===== src/rtl/dphy_hs_rx_deser.sv =====
// dphy_hs_rx_deser: MIPI D-PHY HS lane DDR deserialiser with sync hunt and byte alignment.
// Optional macro DPHY_SYNC_TOLERANT_EN accepts a leader with one bit error (flagged on Sync_Err).
`default_nettype none

module dphy_hs_rx_deser #(
  parameter logic [7:0] SYNC_WORD    = 8'hB8,
  parameter int         HUNT_TIMEOUT = 64
) (
  input  logic       RX_DDR_clk,
  input  logic       RX_rst,
  input  logic       Enable,
  input  logic       Dp,
  input  logic       Dn,
  output logic [7:0] Rx_Byte,
  output logic       Rx_Valid,
  output logic       Rx_Sync_Det,
  output logic       Rx_Active,
  output logic       Sync_Err
);

  localparam int HCW = $clog2(HUNT_TIMEOUT + 1);

  typedef enum logic [1:0] {
    ST_IDLE   = 2'd0,
    ST_HUNT   = 2'd1,
    ST_ACTIVE = 2'd2,
    ST_FAIL   = 2'd3
  } state_t;

  state_t           state_q, state_d;
  logic             b1_q, b2_q;
  logic [8:0]       sr_q;
  logic [HCW-1:0]   hunt_cnt_q, hunt_cnt_d;
  logic [1:0]       byte_cnt_q, byte_cnt_d;
  logic             phase_q, phase_d;
  logic [7:0]       rx_byte_q, rx_byte_d;
  logic             rx_valid_q, rx_valid_d;
  logic             sync_det_q, sync_det_d;
  logic             sync_err_q, sync_err_d;

  logic             line_bit;
  logic [7:0]       win0, win1;
  logic             win0_exact, win1_exact;
  logic             match, match_phase, match_err;

  // An undriven/equal line pair decodes as 0.
  assign line_bit = (Dp != Dn) ? Dp : 1'b0;

  always_ff @(posedge RX_DDR_clk or posedge RX_rst) begin
    if (RX_rst) begin
      b1_q <= 1'b0;
    end else begin
      b1_q <= line_bit;
    end
  end

  always_ff @(negedge RX_DDR_clk or posedge RX_rst) begin
    if (RX_rst) begin
      b2_q <= 1'b0;
    end else begin
      b2_q <= line_bit;
    end
  end

  // Newest bit enters at the MSB; nine bits cover both candidate windows.
  always_ff @(posedge RX_DDR_clk or posedge RX_rst) begin
    if (RX_rst) begin
      sr_q <= '0;
    end else begin
      sr_q <= {b2_q, b1_q, sr_q[8:2]};
    end
  end

  assign win0       = sr_q[8:1];
  assign win1       = sr_q[7:0];
  assign win0_exact = (win0 == SYNC_WORD);
  assign win1_exact = (win1 == SYNC_WORD);

`ifdef DPHY_SYNC_TOLERANT_EN
  logic win0_near, win1_near;
  assign win0_near = ($countones(win0 ^ SYNC_WORD) <= 1);
  assign win1_near = ($countones(win1 ^ SYNC_WORD) <= 1);
`endif

  always_comb begin
    match       = 1'b0;
    match_phase = 1'b0;
    match_err   = 1'b0;
    if (win1_exact) begin
      match       = 1'b1;
      match_phase = 1'b1;
    end else if (win0_exact) begin
      match       = 1'b1;
`ifdef DPHY_SYNC_TOLERANT_EN
    end else if (win1_near) begin
      match       = 1'b1;
      match_phase = 1'b1;
      match_err   = 1'b1;
    end else if (win0_near) begin
      match       = 1'b1;
      match_err   = 1'b1;
`endif
    end
  end

  always_ff @(posedge RX_DDR_clk or posedge RX_rst) begin
    if (RX_rst) begin
      state_q    <= ST_IDLE;
      hunt_cnt_q <= '0;
      byte_cnt_q <= 2'd0;
      phase_q    <= 1'b0;
      rx_byte_q  <= 8'h00;
      rx_valid_q <= 1'b0;
      sync_det_q <= 1'b0;
      sync_err_q <= 1'b0;
    end else begin
      state_q    <= state_d;
      hunt_cnt_q <= hunt_cnt_d;
      byte_cnt_q <= byte_cnt_d;
      phase_q    <= phase_d;
      rx_byte_q  <= rx_byte_d;
      rx_valid_q <= rx_valid_d;
      sync_det_q <= sync_det_d;
      sync_err_q <= sync_err_d;
    end
  end

  always_comb begin
    state_d    = state_q;
    hunt_cnt_d = hunt_cnt_q;
    byte_cnt_d = byte_cnt_q;
    phase_d    = phase_q;
    rx_byte_d  = rx_byte_q;
    rx_valid_d = 1'b0;
    sync_det_d = 1'b0;
    sync_err_d = 1'b0;

    case (state_q)
      ST_IDLE: begin
        if (Enable) begin
          state_d    = ST_HUNT;
          hunt_cnt_d = '0;
        end
      end
      ST_HUNT: begin
        if (match) begin
          phase_d    = match_phase;
          byte_cnt_d = 2'd0;
          sync_det_d = 1'b1;
          sync_err_d = match_err;
          state_d    = ST_ACTIVE;
        end else if (hunt_cnt_q == HCW'(HUNT_TIMEOUT - 1)) begin
          sync_err_d = 1'b1;
          state_d    = ST_FAIL;
        end else if (hunt_cnt_q < HCW'(HUNT_TIMEOUT)) begin
          hunt_cnt_d = hunt_cnt_q + HCW'(1);
        end
      end
      ST_ACTIVE: begin
        // The byte counter is zero on the first cycle after lock, so a full
        // byte has arrived whenever it reads 3.
        byte_cnt_d = byte_cnt_q + 2'd1;
        if (byte_cnt_q == 2'd3) begin
          rx_byte_d  = phase_q ? win1 : win0;
          rx_valid_d = 1'b1;
        end
      end
      ST_FAIL: begin
        state_d = ST_FAIL;
      end
      default: begin
        state_d = ST_IDLE;
      end
    endcase

    if (!Enable) begin
      state_d    = ST_IDLE;
      rx_byte_d  = rx_byte_q;
      rx_valid_d = 1'b0;
      sync_det_d = 1'b0;
      sync_err_d = 1'b0;
    end
  end

  assign Rx_Byte     = rx_byte_q;
  assign Rx_Valid    = rx_valid_q;
  assign Rx_Sync_Det = sync_det_q;
  assign Sync_Err    = sync_err_q;
  assign Rx_Active   = (state_q == ST_ACTIVE);

endmodule

`default_nettype wire

===== config.mk =====
export PLATFORM = sky130hd
export DESIGN_NAME = dphy_hs_rx_deser
export DESIGN_NICKNAME = d
export VERILOG_FILES = /design/src/rtl/dphy_hs_rx_deser.sv
export SDC_FILE = /design/constraint.sdc
export NUM_CORES = 1
export LEC_CHECK = 0
export ABC_CLOCK_PERIOD_IN_PS = 3600
export CAP_MARGIN = 15
export CORE_MARGIN = 5
export CORE_UTILIZATION = 58
export DETAILED_ROUTE_END_ITERATION = 12
export PLACE_DENSITY = 0.82
export SYNTH_ARGS = -nofsm -noshare
export SYNTH_HDL_FRONTEND = slang
export SYNTH_SLANG_ARGS = --single-unit

===== constraint.sdc =====
create_clock -name RX_DDR_clk -period 3.6 [get_ports RX_DDR_clk]
set_input_delay 0.36 -clock RX_DDR_clk [delete_from_list [all_inputs] [get_ports RX_DDR_clk]]
set_output_delay 0.36 -clock RX_DDR_clk [all_outputs]
set_load 0.01 [all_outputs]

==> summary.md, run 1 <==
- critical path fanouts, max: 2
- Core Rows: 18
- number of nets at the end of the flow: 154
- latest clock arrival within the worst-skew pair: 340 ps
- overall routing resource usage: 0.175
- post_cts resized: 0
- TritonCTS clock tree: built
- startpoint class of the critical path: input port
- detailed-route DRC error count: 0
- clock input transition at the sequential cells of the worst setup and hold paths: 100 ps
- crit end category: register
- most common flop cell mapped by yosys: sky130_fd_sc_hd__dfrtp_1
- average footprint of a synthesized cell: 11.3 sq um
- worst slew margin relative to its limit: 0.494
- via count of the first global-routing pass: 1004
- number of storage elements in the synthesis netlist: 34
- antenna diode count: 0
- count of mapped cells out of synthesis: 127
- number of clock sinks: 34
- Critical Path RT: 1980 ps
- per-cell routed wire length: 14.4 um
- vias per cell: 5.68
- global placement routability congestion: 0.803
- minimum setup slack after placement: 752 ps
- Antenna Nets Post-Route: 0
- sequential element share of the synthesized area: 0.592
- post-synthesis instance area: 0.00144 sq mm
- Worst R2R Path Depth: 0
- setup clock skew after layout: 10.6 ps
- Die W: 59.8 um
- actual slew at the worst max-slew pin: 755 ps
- capture point of the worst reg-to-reg path: sr_q[8]
- master cell of the clock root buffer: sky130_fd_sc_hd__clkbuf_4
- category of the most critical setup path: input port to register
- buffer count from post-CTS setup fixing: 0
- critical-path cell list: clkdlybuf4s50_1 -> nor2b_1
- number of library cell types mapped by synthesis: 33
- WHS Endpoint: sr_q[7]
- unrepaired setup endpoints after global routing: false
- Floorplan Core Area: 0.00243 sq mm
- number of antenna violations at the first check in global routing: 0
- HPWL after detailed placement: 1.82 mm
- max-cap viol count: 0
- launch point of the worst hold path: b1_q
- CP peak stage delay: 390 ps
- number of clock buffers inserted by TritonCTS: 5
- H-tree levels: 2
- number of cells traversed by the worst hold path: 0
- routed wire length: 2.56 mm
- Total Power: 0.667 mW
- post-synth net total: 134
- number of vias after detailed routing: 1011
- synthesis-to-layout area growth: 17.1%
- pin count of the biggest net entering global routing: 34
- signal arrival time at the worst endpoint: 880 ps
- worst min path class: register to register
- Setup violations, final: 0
- total count of max-transition violations in the final report: 0
- number of hold violations in the final report: 0
- count of flip-flops with a built-in enable after synthesis: 0
- iteration-0 DRC count of the detailed router: 35
- number of placed I/O pins: 17
- Top Family by Delay on Critical Path: buffers and inverters
- Initial Util: 0.591
- proportion of register bits with asynchronous set or reset after synthesis: 1.00
- number of warning messages in the yosys log: 0
- first-pass GRT wire length: 4.41 mm
- power per cell area: 397 mW/mm^2
- Leak Pwr: 0.745 nW
- overall overflow remaining after global route: 0
- Vert. Die Dim: 59.8 um
- startpoint of the worst-slack reg-to-reg timing path: b2_q
- buffer levels on the longest clock path: 2
- setup tns final: 0 ps
- CTS hold repair buffers: 0
- Max stage delay cell, worst path: sky130_fd_sc_hd__clkdlybuf4s50_1
- quantity of I/O buffers inserted on ports: 16
- crit path setup slack, layout: 1100 ps
- layout cell share with drive strength beyond 1: 0.0743
- status: finished clean
- Peak VDD IR: 302 uV
- reg2reg setup slack: 1370 ps
- Worst Path Buf+Inv: 1
- iteration count of the initial detailed-routing pass: 4
- Die Outline Area: 0.00357 sq mm
per-stage QoR:
stage / std cells / hold WS, ps / util / cell area, sq um
2_1_floorplan: 127 / 331 / - / 1440
3_3_place_gp: 170 / 333 / 0.667 / 1620
3_5_place_dp: 170 / 346 / 0.667 / 1620
4_1_cts: 178 / 369 / 0.691 / 1680
5_1_grt: 178 / 374 / 0.691 / 1680
6_report: 178 / 374 / 0.691 / 1680
state kept, by name (all words and copies together) (netlist names):
register and count:
state_q 2, phase_q 1, Sync_Err 1, hunt_cnt_q 7
sr_q 9, Rx_Sync_Det 1, Rx_Valid 1, byte_cnt_q 2
b2_q 1, b1_q 1, Rx_Byte 8
layer usage:
layer | vias up | wire length (um) | GRT usage
met5 | - | 0 | 0
met4 | 0 | 79 | 0.114
met3 | 9 | 137 | 0.0734
met2 | 25 | 1220 | 0.265
met1 | 487 | 1120 | 0.201
li1 | 490 | - | -
logic make-up (layout without fill, tap and decap cells):
group                      count (synthesis)  in the layout  synth area share
and+or+nand+nor                           48             48             0.186
buffers and inverters                     11             32            0.0348
DFF                                       34             34             0.592
AOI/OAI and AO/OA                         22             22             0.100
adders and majority gates                  2              2            0.0174
muxes                                     10             10            0.0697
cell usage after synthesis (all sizes together), types with 3 or more instances:
library cell	count	area (sq um)
nand2b	3	18.8
nor2	5	18.8
o21ai	11	55.1
inv	6	22.5
nand2	15	56.3
nor2b	3	18.8
mux2i	10	100
dfrtp	33	826
nand3	6	35.0
buf	3	20.0
nand4	6	37.5
where the power goes:
group          switching [mW]  total [mW]  internal, mW
registers              0.0116       0.405         0.394
clock network           0.126       0.220        0.0946
logic                  0.0222      0.0411        0.0189
placed cells by master, fill, tap and decap left out, drive strengths merged, types with 2 or more instances in the layout:
master,count
and3,2
nand3,6
dfrtp,33
inv,6
nand2,15
clkbuf,7
mux2i,10
o21ai,11
a32o,2
nor3b,2
nor2,5
nor4bb,2
o211ai,2
ha,2
nand4,6
clkdlybuf4s50,16
buf,2
nor2b,3
nand2b,3
layout make-up:
| type | instances | area [sq um] |
|---|---|---|
| flip-flops and latches | 34 | 851 |
| fillers | 199 | 751 |
| multi-input cells | 82 | 536 |
| repair buffers | 18 | 175 |
| clock buffers | 7 | 55.1 |
| well taps | 30 | 37.5 |
| inverters | 6 | 22.5 |
| clock inverters | 1 | 5.00 |
how the worst max path moves through the flow:
stage                 from    to  slack (ps)  cells past startpoint
floorplan           RX_rst  b2_q         780                      1
finish                  Dp  b2_q        1100                      2
detailed placement      Dp  b2_q         750                      2
global placement        Dp  b2_q         760                      2
CTS                     Dp  b2_q        1110                      2
global route            Dp  b2_q        1110                      2
Power figures use the tool's default switching activity.
==> run 2: changes to the inputs <==
==> config.mk (replaced) <==
export PLATFORM = sky130hd
export DESIGN_NAME = dphy_hs_rx_deser
export DESIGN_NICKNAME = d
export VERILOG_FILES = /design/src/rtl/dphy_hs_rx_deser.sv
export SDC_FILE = /design/constraint.sdc
export NUM_CORES = 1
export LEC_CHECK = 0
export ABC_CLOCK_PERIOD_IN_PS = 2600
export CAP_MARGIN = 15
export CORE_MARGIN = 5
export CORE_UTILIZATION = 54
export DETAILED_ROUTE_END_ITERATION = 12
export PLACE_DENSITY = 0.77
export SYNTH_ARGS = -nofsm -noshare
export SYNTH_HDL_FRONTEND = slang
export SYNTH_SLANG_ARGS = --single-unit
==> constraint.sdc (replaced) <==
create_clock -name RX_DDR_clk -period 2.6 [get_ports RX_DDR_clk]
set_input_delay 0.26 -clock RX_DDR_clk [delete_from_list [all_inputs] [get_ports RX_DDR_clk]]
set_output_delay 0.26 -clock RX_DDR_clk [all_outputs]
set_load 0.01 [all_outputs]
==> summary.md, run 2 (synthesized netlist as in run 1, its figures left out) <==
- routed wire length: 2.51 mm, -2.1%
- Floorplan Core Area: 0.00250 sq mm, +2.8%
- worst slew margin relative to its limit: 0.510, +0.0158
- number of hold violations in the final report: 0, unchanged
- per-cell routed wire length: 14.1 um, -2.1%
- Peak VDD IR: 383 uV, +27%
- Core Rows: 18, unchanged
- top achievable clock speed: 0.498 GHz
- Total Power: 0.916 mW, +37%
- Gate power share: 0.062, about the same
- layout cell share with drive strength beyond 1: 0.0676, -0.00676
- Cells after DPL: 170, unchanged
- synthesis-to-layout area growth: 17.0%, about the same
- status: finished clean
- actual slew at the worst max-slew pin: 732 ps, -23.6 ps
- worst min path class: register to register
- iteration count of the initial detailed-routing pass: 4, unchanged
- quantity of I/O buffers inserted on ports: 16, unchanged
- number of clock sinks: 34, unchanged
- overall overflow remaining after global route: 0, unchanged
- Die Outline Area: 0.00379 sq mm, +6.1%
- power spent charging and discharging nets: 0.211 mW, +32%
- endpoint of the most critical setup path: hunt_cnt_q[3]
- most frequent cells in the layout: sky130_fd_sc_hd__dfrtp_1, sky130_fd_sc_hd__clkdlybuf4s50_1, sky130_fd_sc_hd__nand2_1, sky130_fd_sc_hd__o21ai_0, sky130_fd_sc_hd__mux2i_1
- master cell of the clock root buffer: sky130_fd_sc_hd__clkbuf_4
- Vert. Die Dim: 61.6 um, +3.0%
- crit end category: register
- DP Area: 0.00162 sq mm, unchanged
- H-tree levels: 2, unchanged
- Worst R2R Path Depth: 5, +5
- number of antenna violations at the first check in global routing: 0, unchanged
- number of clock buffers inserted by TritonCTS: 5, unchanged
- share of the clock period used by the worst path after layout: 0.773
- Setup violations, final: 0, unchanged
- setup clock skew after layout: 17.5 ps, +6.91 ps
- clock input transition at the sequential cells of the worst setup and hold paths: 90 ps, about the same
- post_cts resized: 0, unchanged
- startpoint of the worst-slack reg-to-reg timing path: hunt_cnt_q[0]
- Critical Path RT: 2810 ps, +830 ps
- pin count of the biggest net entering global routing: 34, unchanged
- signal arrival time at the worst endpoint: 2220 ps, +1340 ps
- startpoint class of the critical path: register
- overall routing resource usage: 0.156, -0.0191
- power per cell area: 545 mW/mm^2, +37%
- number of cells traversed by the worst hold path: 0, unchanged
- HPWL after detailed placement: 1.78 mm, -2.2%
- reg2reg setup slack: 590 ps, -780 ps
- detailed-route DRC error count: 0, unchanged
- antenna diode count: 0, unchanged
- setup tns final: 0 ps, unchanged
- capture point of the worst reg-to-reg path: hunt_cnt_q[3]
- number of flip-flops in the largest register: 9, unchanged
- number of nets at the end of the flow: 154, unchanged
- buffer count from post-CTS setup fixing: 0, unchanged
- number of placed I/O pins: 17, unchanged
- critical path startpoint: hunt_cnt_q[0]
- iteration-0 DRC count of the detailed router: 36, +2.9%
- most common library cell in the layout ignoring fill and taps: sky130_fd_sc_hd__dfrtp_1
- Antenna Nets Post-Route: 0, unchanged
- Die W: 61.6 um, +3.0%
- portion of total power attributed to the clock network: 0.324, -0.007
- total count of max-transition violations in the final report: 0, unchanged
- global placement routability congestion: 0.778, -3.1%
- minimum setup slack after placement: 351 ps, -402 ps
- CTS hold repair buffers: 0, unchanged
- Post-Layout Inst Area: 0.00168 sq mm, about the same
- unrepaired setup endpoints after global routing: false
- post-layout minimum cycle time: 2010 ps
- first-pass GRT wire length: 4.17 mm, -5.3%
- Leak Pwr: 0.742 nW, -0.37%
- number of vias after detailed routing: 1019, +0.79%
- register ranked first by flip-flop count: sr_q
- buffer levels on the longest clock path: 2, unchanged
- max-cap viol count: 0, unchanged
- category of the most critical setup path: register to register
- TritonCTS clock tree: built
- Initial Util: 0.575, -0.0160
- sw frac: 0.230, -0.00895
- vias per cell: 5.72, +0.79%
- latest clock arrival within the worst-skew pair: 330 ps, about the same
- crit path setup slack, layout: 591 ps, -509 ps
- final cell count without fillers: 178, unchanged
- internal power of the cells: 0.705 mW, +39%
- via count of the first global-routing pass: 959, -4.5%
- Seq pwr share: 0.613, +0.005
- critical path fanouts, max: 6, +4
-- run 2: worst max-delay path: stages (launching register included) --
cell                      delay (ps)
sky130_fd_sc_hd__dfrtp_1         390
sky130_fd_sc_hd__ha_1            210
sky130_fd_sc_hd__nand3_2         120
sky130_fd_sc_hd__or4b_1          620
sky130_fd_sc_hd__and3_1          290
sky130_fd_sc_hd__a32o_1          270
-- run 2: area by class of cell --
type | instances | area, sq um
clock buffer | 8 | 58.8
sequential | 34 | 851
fill | 195 | 820
inverter | 6 | 22.5
tap | 30 | 37.5
multi-input combinational | 82 | 536
timing repair buffer | 18 | 175
-- run 2: routing by layer --
| metal | part of all wire | vias up | track usage |
|---|---|---|---|
| met5 | 0 | - | 0 |
| met4 | 0.028 | 0 | 0.0970 |
| met3 | 0.070 | 9 | 0.0419 |
| met2 | 0.43 | 31 | 0.233 |
| met1 | 0.47 | 484 | 0.200 |
| li1 | - | 495 | - |
-- run 2: worst min-delay path by stage --
stage,slack [ps],from,endpoint
after floorplan,330,b1_q,sr_q[7]
after global placement,340,b1_q,sr_q[7]
after detailed placement,340,b1_q,sr_q[7]
after CTS,360,b1_q,sr_q[7]
after global routing,380,b1_q,sr_q[7]
final,360,b1_q,sr_q[7]
-- run 2: through the flow --
stage	hold WS, ps	util
CTS	361	0.672
global route	376	0.672
detailed placement	340	0.649
global placement	336	0.649
finish	357	0.672
floorplan	331	-
-- run 2: power by group through the flow --
stage,clock (mW),sequential [mW],combinational (mW)
3_3_place_gp,0,0.571,0.0552
5_1_grt,0.332,0.565,0.0645
2_1_floorplan,0,0.567,0.0415
4_1_cts,0.305,0.561,0.0581
3_5_place_dp,0,0.572,0.0579
6_report,0.297,0.561,0.0571
